===== src/rtl/fir_pkg.sv =====
// Shared parameters, FSM state type and arithmetic helpers for the stereo FIR MAC sequencer.
package fir_pkg;

    localparam int unsigned TAPS      = 9;
    localparam int unsigned DW        = 16;
    localparam int unsigned CW        = 16;
    localparam int unsigned ACCW      = 40;
    localparam int unsigned COEF_FRAC = 15;
    localparam int unsigned PW        = DW + CW;
    localparam int unsigned AW        = 4;

    localparam int SAT_MAX = 32767;
    localparam int SAT_MIN = -32768;

    typedef enum logic [1:0] {
        IDLE  = 2'd0,
        MAC_L = 2'd1,
        MAC_R = 2'd2,
        OUT   = 2'd3
    } state_e;

    // (newest - k) mod TAPS without a divider; both operands are always < TAPS
    function automatic logic [AW-1:0] circ_idx(input logic [AW-1:0] newest,
                                               input logic [AW-1:0] k);
        if (newest >= k) begin
            return newest - k;
        end
        return newest - k + AW'(TAPS);
    endfunction

    function automatic logic [DW-1:0] sat_q15(input logic signed [ACCW-1:0] acc);
        logic signed [ACCW-1:0] shr;
        shr = acc >>> COEF_FRAC;
        if (shr > ACCW'(SAT_MAX)) begin
            return DW'(SAT_MAX);
        end
        if (shr < ACCW'(SAT_MIN)) begin
            return DW'(SAT_MIN);
        end
        return DW'(shr);
    endfunction

endpackage


===== src/rtl/fir_mac_unit.sv =====
// Shared signed 16x16 multiply-accumulate with clear/enable and a saturating Q1.15 output stage.
module fir_mac_unit
    import fir_pkg::*;
(
    input  logic          clk,
    input  logic          rst,
    input  logic          clr,
    input  logic          en,
    input  logic [CW-1:0] coef,
    input  logic [DW-1:0] sample,
    output logic [DW-1:0] sat_c
);

    logic signed [PW-1:0]   prod_c;
    logic signed [ACCW-1:0] sum_c;
    logic signed [ACCW-1:0] acc_d;
    logic signed [ACCW-1:0] acc_q;

    // sat_c reflects the sum including the current product, so the last tap can be captured
    // in the same cycle that clears the accumulator
    always_comb begin
        prod_c = PW'($signed(coef)) * PW'($signed(sample));
        sum_c  = acc_q + ACCW'(prod_c);
        acc_d  = acc_q;
        if (clr) begin
            acc_d = '0;
        end else if (en) begin
            acc_d = sum_c;
        end
        sat_c = sat_q15(sum_c);
    end

    always_ff @(posedge clk) begin
        if (rst) begin
            acc_q <= '0;
        end else begin
            acc_q <= acc_d;
        end
    end

endmodule


===== src/rtl/fir_mac_sequencer.sv =====
// Time-multiplexed stereo 9-tap FIR controller: circular sample history, double-buffered
// coefficient bank and one shared MAC stepped by a two-process FSM per codec frame.
module fir_mac_sequencer
    import fir_pkg::*;
(
    input  logic          clk,
    input  logic          rst,
    input  logic          AUD_DACLRCK,
    input  logic [31:0]   audioIn,
    input  logic          coef_we,
    input  logic [3:0]    coef_addr,
    input  logic [CW-1:0] coef_data,
    output logic [31:0]   audioOut,
    output logic          out_valid,
    output logic          busy,
    output logic          overrun
);

    state_e        state_q, state_d;
    logic          lrck_q;
    logic [AW-1:0] k_q, k_d;
    logic [AW-1:0] newest_q, newest_d;
    logic [AW-1:0] wr_ptr_q, wr_ptr_d;
    logic [DW-1:0] buf_l_q [0:TAPS-1];
    logic [DW-1:0] buf_l_d [0:TAPS-1];
    logic [DW-1:0] buf_r_q [0:TAPS-1];
    logic [DW-1:0] buf_r_d [0:TAPS-1];
    logic [CW-1:0] work_q  [0:TAPS-1];
    logic [CW-1:0] work_d  [0:TAPS-1];
    logic [CW-1:0] act_q   [0:TAPS-1];
    logic [CW-1:0] act_d   [0:TAPS-1];
    logic [DW-1:0] left_q, left_d;
    logic [DW-1:0] right_q, right_d;
    logic [31:0]   audio_out_q, audio_out_d;
    logic          out_valid_q, out_valid_d;
    logic          busy_q, busy_d;
    logic          overrun_q, overrun_d;

    logic          edge_c;
    logic [AW-1:0] idx_c;
    logic          mac_clr_c;
    logic          mac_en_c;
    logic [CW-1:0] mac_coef_c;
    logic [DW-1:0] mac_sample_c;
    logic [DW-1:0] mac_sat_c;

    fir_mac_unit u_mac (
        .clk    (clk),
        .rst    (rst),
        .clr    (mac_clr_c),
        .en     (mac_en_c),
        .coef   (mac_coef_c),
        .sample (mac_sample_c),
        .sat_c  (mac_sat_c)
    );

    always_comb begin
        state_d     = state_q;
        k_d         = k_q;
        newest_d    = newest_q;
        wr_ptr_d    = wr_ptr_q;
        buf_l_d     = buf_l_q;
        buf_r_d     = buf_r_q;
        work_d      = work_q;
        act_d       = act_q;
        left_d      = left_q;
        right_d     = right_q;
        audio_out_d = audio_out_q;
        out_valid_d = 1'b0;
        overrun_d   = overrun_q;
        mac_clr_c   = 1'b0;
        mac_en_c    = 1'b0;

        edge_c       = AUD_DACLRCK & ~lrck_q;
        idx_c        = circ_idx(newest_q, k_q);
        mac_coef_c   = act_q[k_q];
        mac_sample_c = (state_q == MAC_R) ? buf_r_q[idx_c] : buf_l_q[idx_c];

        // working bank accepts writes in every state; act_d below sees a same-cycle write
        if (coef_we && (coef_addr < AW'(TAPS))) begin
            work_d[coef_addr] = coef_data;
        end

        unique case (state_q)
            IDLE: begin
                if (edge_c) begin
                    buf_l_d[wr_ptr_q] = audioIn[31:16];
                    buf_r_d[wr_ptr_q] = audioIn[15:0];
                    act_d             = work_d;
                    mac_clr_c         = 1'b1;
                    k_d               = '0;
                    newest_d          = wr_ptr_q;
                    wr_ptr_d          = (wr_ptr_q == AW'(TAPS - 1)) ? '0 : wr_ptr_q + AW'(1);
                    state_d           = MAC_L;
                end
            end
            MAC_L: begin
                mac_en_c = 1'b1;
                if (k_q == AW'(TAPS - 1)) begin
                    left_d    = mac_sat_c;
                    mac_clr_c = 1'b1;
                    k_d       = '0;
                    state_d   = MAC_R;
                end else begin
                    k_d = k_q + AW'(1);
                end
            end
            MAC_R: begin
                mac_en_c = 1'b1;
                if (k_q == AW'(TAPS - 1)) begin
                    right_d   = mac_sat_c;
                    mac_clr_c = 1'b1;
                    k_d       = '0;
                    state_d   = OUT;
                end else begin
                    k_d = k_q + AW'(1);
                end
            end
            OUT: begin
                audio_out_d = {left_q, right_q};
                out_valid_d = 1'b1;
                state_d     = IDLE;
            end
            default: state_d = IDLE;
        endcase

        // a frame edge during computation is dropped and flagged
        if (edge_c && (state_q != IDLE)) begin
            overrun_d = 1'b1;
        end

        busy_d = (state_d != IDLE);
    end

    always_ff @(posedge clk) begin
        if (rst) begin
            state_q     <= IDLE;
            lrck_q      <= 1'b0;
            k_q         <= '0;
            newest_q    <= '0;
            wr_ptr_q    <= '0;
            left_q      <= '0;
            right_q     <= '0;
            audio_out_q <= '0;
            out_valid_q <= 1'b0;
            busy_q      <= 1'b0;
            overrun_q   <= 1'b0;
            for (int i = 0; i < int'(TAPS); i++) begin
                buf_l_q[i] <= '0;
                buf_r_q[i] <= '0;
                work_q[i]  <= '0;
                act_q[i]   <= '0;
            end
        end else begin
            state_q     <= state_d;
            lrck_q      <= AUD_DACLRCK;
            k_q         <= k_d;
            newest_q    <= newest_d;
            wr_ptr_q    <= wr_ptr_d;
            left_q      <= left_d;
            right_q     <= right_d;
            audio_out_q <= audio_out_d;
            out_valid_q <= out_valid_d;
            busy_q      <= busy_d;
            overrun_q   <= overrun_d;
            for (int i = 0; i < int'(TAPS); i++) begin
                buf_l_q[i] <= buf_l_d[i];
                buf_r_q[i] <= buf_r_d[i];
                work_q[i]  <= work_d[i];
                act_q[i]   <= act_d[i];
            end
        end
    end

    assign audioOut  = audio_out_q;
    assign out_valid = out_valid_q;
    assign busy      = busy_q;
    assign overrun   = overrun_q;

endmodule


===== config.mk =====
export PLATFORM = sky130hd
export DESIGN_NAME = fir_mac_sequencer
export DESIGN_NICKNAME = d
export VERILOG_FILES = /design/src/rtl/fir_pkg.sv /design/src/rtl/fir_mac_unit.sv /design/src/rtl/fir_mac_sequencer.sv
export SDC_FILE = /design/constraint.sdc
export NUM_CORES = 2
export LEC_CHECK = 0
export CELL_PAD_IN_SITES_DETAIL_PLACEMENT = 0
export CELL_PAD_IN_SITES_GLOBAL_PLACEMENT = 1
export CORE_UTILIZATION = 44
export CTS_CLUSTER_DIAMETER = 150
export DETAILED_ROUTE_END_ITERATION = 16
export PLACE_DENSITY_LB_ADDON = 0.1
export SETUP_SLACK_MARGIN = 0.2
export SYNTH_ARGS = -nofsm -noshare
export SYNTH_HDL_FRONTEND = slang
export SYNTH_HIERARCHICAL = 1
export SYNTH_SLANG_ARGS = --single-unit

===== constraint.sdc =====
create_clock -name clk -period 10.2 [get_ports clk]
set_input_delay 2.04 -clock clk [delete_from_list [all_inputs] [get_ports clk]]
set_output_delay 2.04 -clock clk [all_outputs]
set_load 0.03 [all_outputs]

**Word-level counts from Yosys, hierarchy flattened**

Index checks and enable logic that the tools add are counted.

- Output and inout bits: 35
- Logic and storage cells: 131
- Bits of input ports: 56
- Register bits after elaboration: 698

- Add/subtract/negate cells: 5
- Multipliers: 1
- Order comparisons: 10
- Bitwise gates (word level): 6
- Equality and inequality tests: 6
- Multiplexer cells: 41
- Reductions and logical operators: 14

Operator list:

| kind | count |
|---|---|
| bitwise mux 144 bit | 3 |
| 2-to-1 mux 16 bit | 13 |
| binary-select mux 16 bit (select 4 bit) | 3 |
| 2-to-1 mux 144 bit | 1 |
| demux 16 bit (select 4 bit) | 2 |
| adder 40 x 32 -> 40 bit | 1 |
| multiplier 16 x 16 -> 32 bit | 1 |
| > comparator 25 x 16 -> 1 bit, second input constant | 1 |
| < comparator 25 x 16 -> 1 bit, second input constant | 1 |
| greater-or-equal comparator 5 bit, second input constant | 4 |
| 2-to-1 mux 4 bit | 5 |
| NOT 4 -> 5 bit | 4 |
| < comparator 5 x 1 -> 1 bit, second input constant | 2 |
| adder 4 x 1 -> 4 bit, second input constant | 2 |
| equality test 4 bit, second input constant | 2 |
| 2-to-1 mux 1 bit | 8 |
| case mux 2 bit (4 select lines) | 1 |
| case mux 4 bit (2 select lines) | 1 |
| AND reduction 2 bit | 4 |
| 2-to-1 mux 2 bit | 3 |
| nonzero test 2 bit | 3 |
| adder 4 bit, second input constant | 1 |
| equality test 2 bit, second input constant | 2 |
| greater-or-equal comparator 4 bit | 1 |
| 10 further kinds | 14 |

**Longest topological paths before layout**

- Depth in word-level cells: 15
- Gate-level depth with buffers: 41
- Depth with buffers taken out: 37

**Hierarchy**

Netlist, hierarchy kept.

Modules (own cells, without submodules):

| module | times used | sequential area each (um^2) | area an instance (um^2) | cells an instance |
|---|---|---|---|---|
| fir_mac_sequencer | 1 | 13172.6 | 26848.2 | 3094 |
| fir_mac_unit | 1 | 800.8 | 14226.1 | 1557 |

**Least setup slack after synthesis**

No wires, ideal clock.

- Kind: register -> register
- Start point: reg k_q[1]
- End point: reg right_q[4]
- Library setup time: 0.070 ns
- Slack: 0.108 ns
- Buffers on the path: 5
- Data arrival time: 10.021 ns
- Clock period less this slack: 10.092 ns
- Cell stages (with the launch flop): 40
- Data required time: 10.130 ns
- Cell sequence: dfxtp_1 clkbuf_1 clkbuf_1 inv_1 fa_1 ha_1 inv_1 o2111ai_2 clkbuf_1 a21oi_1 a2111oi_0 a221oi_1 o32ai_1 clkbuf_1 nand2_1 inv_1 fa_1 fa_1 [... 4 more ...] fa_1 inv_1 fa_1 inv_1 ha_1 a21o_1 a21o_1 a21oi_1 nand2b_1 a21oi_1 a31o_2 or2_2 a311oi_2 a41oi_2 buf_6 o21ai_2 nand2_1 a21oi_1

- Cells in the longest elaborated chain, start to end: 15
- Elaborated cells on any way between the ends: 30
- Classes of those cells: add/sub (3); mul (1); order compare (3); eq/ne (1); mux (19); bitwise (2); reduce/logical (1)

Ends and longest elaborated chain:

| item | line | source |
|---|---|---|
| start, declared | fir_mac_sequencer.sv:21 | `logic [AW-1:0] k_q, k_d;` |
| start signal, assigned | fir_mac_sequencer.sv:157 | `k_q <= k_d;` |
| subtractor 4 bit / greater-or-equal comparator 4 bit (equally long branches) | fir_pkg.sv:26, fir_pkg.sv:28, fir_pkg.sv:25 |  |
| adder 4 bit (tied with other cells) | fir_pkg.sv:28 | `return newest - k + AW'(TAPS);` |
| 2-to-1 mux 4 bit (*) | fir_pkg.sv:28 |  |
| NOT 4 -> 5 bit (implied by the code) (*) | fir_mac_sequencer.sv:77 | `mac_sample_c = (state_q == MAC_R) ? buf_r_q[idx_c] : buf_l_q[idx_c];` |
| binary-select mux 16 bit (select 4 bit) | fir_mac_sequencer.sv:77 |  |
| 2-to-1 mux 16 bit (implied by the code) (2 in series) | fir_mac_sequencer.sv:77 |  |
| 2-to-1 mux 16 bit (*) | fir_mac_sequencer.sv:77 |  |
| via mac_sample_c[1] | fir_mac_sequencer.sv:44 | `logic [DW-1:0] mac_sample_c;` |
| multiplier 16 x 16 -> 32 bit (*) | fir_mac_unit.sv:22 | `prod_c = PW'($signed(coef)) * PW'($signed(sample));` |
| adder 40 x 32 -> 40 bit (*) | fir_mac_unit.sv:23 | `sum_c = acc_q + ACCW'(prod_c);` |
| < comparator 25 x 16 -> 1 bit | fir_pkg.sv:37 | `if (shr < ACCW'(SAT_MIN)) begin` |
| 2-to-1 mux 1 bit (2 in series) | fir_pkg.sv:37 |  |
| 2-to-1 mux 16 bit | fir_pkg.sv:40 | `return DW'(shr);` |
| 2-to-1 mux 16 bit (*) | fir_pkg.sv:37 |  |
| via mac_sat_c[4] | fir_mac_sequencer.sv:45 | `logic [DW-1:0] mac_sat_c;` |
| end signal, assigned | fir_mac_sequencer.sv:161 | `right_q <= right_d;` |
| end, declared | fir_mac_sequencer.sv:33 | `logic [DW-1:0] right_q, right_d;` |

The timed path passes the listed nets; every way through them passes the cells marked *. The select of a mux whose other input is x is not followed.
A chain may end at the register's enable or synchronous reset.

**Worst setup path after layout**

- Start point: reg newest_q[0]
- End point: reg left_q[13]

- Cells in the longest elaborated chain, start to end: 15
- Elaborated cells on any way between the ends: 24
- Classes of those cells: add/sub (3); mul (1); order compare (3); mux (16); bitwise (1)

Ends and longest elaborated chain:

| item | line | source |
|---|---|---|
| start, declared | fir_mac_sequencer.sv:22 | `logic [AW-1:0] newest_q, newest_d;` |
| start signal, assigned | fir_mac_sequencer.sv:158 | `newest_q <= newest_d;` |
| subtractor 4 bit / greater-or-equal comparator 4 bit (equally long branches) | fir_pkg.sv:26, fir_pkg.sv:28, fir_pkg.sv:25 |  |
| adder 4 bit (tied with other cells) | fir_pkg.sv:28 |  |
| 2-to-1 mux 4 bit (*) | fir_pkg.sv:28 |  |
| NOT 4 -> 5 bit (implied by the code) (*) | fir_mac_sequencer.sv:77 |  |
| binary-select mux 16 bit (select 4 bit) | fir_mac_sequencer.sv:77 |  |
| 2-to-1 mux 16 bit (implied by the code) (2 in series) | fir_mac_sequencer.sv:77 |  |
| 2-to-1 mux 16 bit (*) | fir_mac_sequencer.sv:77 |  |
| via mac_sample_c[3] | fir_mac_sequencer.sv:44 |  |
| multiplier 16 x 16 -> 32 bit (*) | fir_mac_unit.sv:22 |  |
| adder 40 x 32 -> 40 bit (*) | fir_mac_unit.sv:23 |  |
| < comparator 25 x 16 -> 1 bit | fir_pkg.sv:37 |  |
| 2-to-1 mux 1 bit (2 in series) | fir_pkg.sv:37 |  |
| 2-to-1 mux 16 bit | fir_pkg.sv:40 |  |
| 2-to-1 mux 16 bit (*) | fir_pkg.sv:37 |  |
| via mac_sat_c[13] | fir_mac_sequencer.sv:45 |  |
| end signal, assigned | fir_mac_sequencer.sv:160 | `left_q <= left_d;` |
| end, declared | fir_mac_sequencer.sv:32 | `logic [DW-1:0] left_q, left_d;` |

Marks and branches as above.

==> impl_metrics.toml <==
[outcome]
outcome = "complete, no violations"

[grt]
grt_pass1_vias = 32300
grt-ovfl-total = 0
grt_max_degree = 220
antenna_found_initial = 1
grt_pass1_wl_mm = 192
grt_usage_pct = 26.2

[setup_path]
crit_type = "flop to flop"
timing.rr.end = "left_q[13]$_SDFFE_PP0P_"
r2r_setup_slack_ns = 0.41
timing.rr.start = "newest_q[0]$_SDFFE_PP0P_"
cp.arrival_ns = 10.37
crit_end = "left_q[13]$_SDFFE_PP0P_"
cp.depth = 42
rr_worst_depth = 42
cpMostUsedCell = "fa_1"
critPathLaunch = "newest_q[0]$_SDFFE_PP0P_"
worst-path-max-fanout = 6
worstSetupStartpointType = "flop"
end_kind = "flop"
critPathBufInv = 13
worst_path_largest_cell_delay_ns = 0.65
crit_family = "adder cells"
slowest_stage = "fa_2"
crit_required_ns = 10.78

[place]
port_buffers = 90
dp_cells = 5912
place.gp.congestion = 0.852
hpwl_mm = 82.8

[floorplanning]
initial_core_util_pct = 44.6
dieArea_um2 = 94600
die_w_um = 308
core_area_um2 = 92100
rows = 111
io_pins = 91
dieHeight_um = 308

[clocking]
numCtsBuffers = 81
clk-insertion-delay-late_ns = 0.68
cts_buffer_depth = 3
cts_tree = "yes"
cts_max_level = 3
clk_pin_slew_ns = 0.06
ctsHoldBuffers = 0
root_buffer = "clkbuf_16"
cts_sinks = 698

[logic_synthesis]
ys_top_cells_by_area = "dfxtp_1 34%, fa_1 16%, nand2_1 7.8%"
synthTopCellsByCount = "854 x nand2_1, 698 x dfxtp_1, 461 x inv_1"
synth.distinct_cells = 88
ys_warn_count = 6
synthArstFlopShare_pct = 0
synth.ff_latch_count = 698
yosysSeqAreaShare_pct = 34.0
synth_cells = 4651
yosys.area.top_type = "dfxtp_1"
synth_top_area_share_pct = 34.0
synth_flop_cell = "dfxtp_1"
synthMostInstantiatedCell = "nand2_1"
synth_area_um2 = 41100
synth_edf_count = 0
postSynthAreaPerCell_um2 = 8.83
synthesis.nets = 5168

[timing]
finalHoldViolations = 0
fin_crit_ns = 9.79
max-slew-margin-rel_pct = 15.3
min_period_over_period_pct = 96.0
worst_pin_slew_ns = 1.27
fmax_ghz = 0.102
fin_hold_ws_ns = 0.451
setup_violations = 0
maxSlewViolCount = 0
setup-tns-final_ns = 0
rsz0062_at_grt = "true"
clock_skew_ns = 0.0349

[power_and_ir_drop]
p_leak_nw = 20.5
total_power_mw = 11.0
cellPowerDensity_nw_per_um2 = 223
peakVddDrop_mv = 0.323

[detailed_routing]
drtPass1Iterations = 8
postRouteAntennaNets = 0
vias = 32600
vias_per_cell = 5.32
wl_per_cell_um = 20.4
routed_wl_mm = 125
drc = 0
dr.first_iter.drc_count = 2338

[worst_hold_path]
hold_class = "flop to flop"

[finish]
area_delta_synth_final_pct = 20.4
final_core_util_pct = 53.7
layout.nets = 5354
instances_no_fill = 6141
drive_above_1_share_pct = 16.2

[job]
drv_cap = 0
## worst reg2reg max path: cells and delay by family, from the launching register on
family | cells | cell delay [ns]
AND/OR/NAND/NOR | 6 | 0.87
AO/OA/AOI/OAI | 13 | 2.73
flip-flops | 1 | 0.32
buffers and inverters | 13 | 1.51
adder cells (fa/ha/maj) | 10 | 4.29
## layout by cell type, fill, tap and decap left out, drive strengths merged, types with 15 or more instances in the layout
master and count:
a2111oi 49, a211oi 150, a21oi 424, a221o 16, a221oi 33, a22oi 66, and2 131, buf 362
clkbuf 114, clkdlybuf4s50 89, clkinv 21, dfxtp 698, fa 331, ha 130, inv 467, mux2i 227
mux4 48, nand2 856, nor2 403, nor2b 17, nor3 15, o21ai 62, o32ai 16, xnor2 23
xor2 18
## sequential cells by signal (all words and copies together) (netlist names), 4 cells and up
register     count
newest_q         4
u_mac/acc_q     40
right_q         16
k_q              4
buf_l_q        144
left_q          16
work_q         144
buf_r_q        144
wr_ptr_q         4
act_q          144
audioOut        32
## worst min-delay path by stage
stage	end	depth (start not counted)	slack [ns]	start
floorplan	buf_r_q[128]$_SDFFE_PP0P_	2	0.43	buf_r_q[128]$_SDFFE_PP0P_
global placement	buf_r_q[137]$_SDFFE_PP0P_	2	0.44	buf_r_q[137]$_SDFFE_PP0P_
detailed placement	buf_r_q[141]$_SDFFE_PP0P_	2	0.44	buf_r_q[141]$_SDFFE_PP0P_
CTS	buf_r_q[141]$_SDFFE_PP0P_	2	0.45	buf_r_q[141]$_SDFFE_PP0P_
global route	buf_l_q[83]$_SDFFE_PP0P_	2	0.47	buf_l_q[83]$_SDFFE_PP0P_
finish	buf_r_q[139]$_SDFFE_PP0P_	2	0.45	buf_r_q[139]$_SDFFE_PP0P_
## metal layers
layer  wire [um]  global-route usage [%]  share of wire, %  up-vias
li1            -                       -                 -    15600
met1       60200                    38.4                48    16100
met2       56300                    40.9                45      689
met3        5830                    3.53               4.7      162
met4        2730                    5.99               2.2        0
met5           0                       0                 0        -
## stage by stage
stage	setup WS, ns	area [um^2]
finish	0.411	49500
detailed placement	-0.0184	44600
floorplan	0.249	41100
global placement	0.0856	44600
global route	0.0358	49500
CTS	0.204	47400
## cell families (layout without fill, tap and decap cells)
| kind of cell | count (synthesis) | after routing | share of synthesized area [%] |
|---|---|---|---|
| compound gates | 882 | 882 | 14.2 |
| xor+xnor | 41 | 41 | 0.874 |
| fa+ha+maj | 461 | 461 | 20.1 |
| buf+inv | 818 | 1063 | 7.73 |
| flops | 698 | 698 | 34.0 |
| mux | 276 | 276 | 8.19 |
| other cells | 0 | 2 | 0 |
| simple gates | 1475 | 1475 | 14.9 |
## power breakdown
part | total (mW) | switching (mW) | internal (mW)
Sequential | 2.90 | 0.0606 | 2.84
Combinational | 5.17 | 2.80 | 2.36
Clock | 2.96 | 1.26 | 1.69
Total | 11.0 | 4.12 | 6.90
## final cells by class
type                    instances  area, um^2
multi-input cells            3135       25200
flip-flops and latches        698       14000
clock buffers                 107        2280
fillers                      8600       42600
inverters                     463        1750
clock inverters                35         403
repair buffers                458        4250
well taps                    1243        1560
diodes                          2        5.00
## what timing repair did
action | 4_1_cts | 5_1_grt
resized for setup | 23 | 263
setup buffers | 5 | 72
pin swaps | 5 | 89
gates cloned | 0 | 8
endpoints found under the hold margin | 0 | 0
endpoints found under the setup margin | 30 | 33
(Power assumes the default switching activity.)
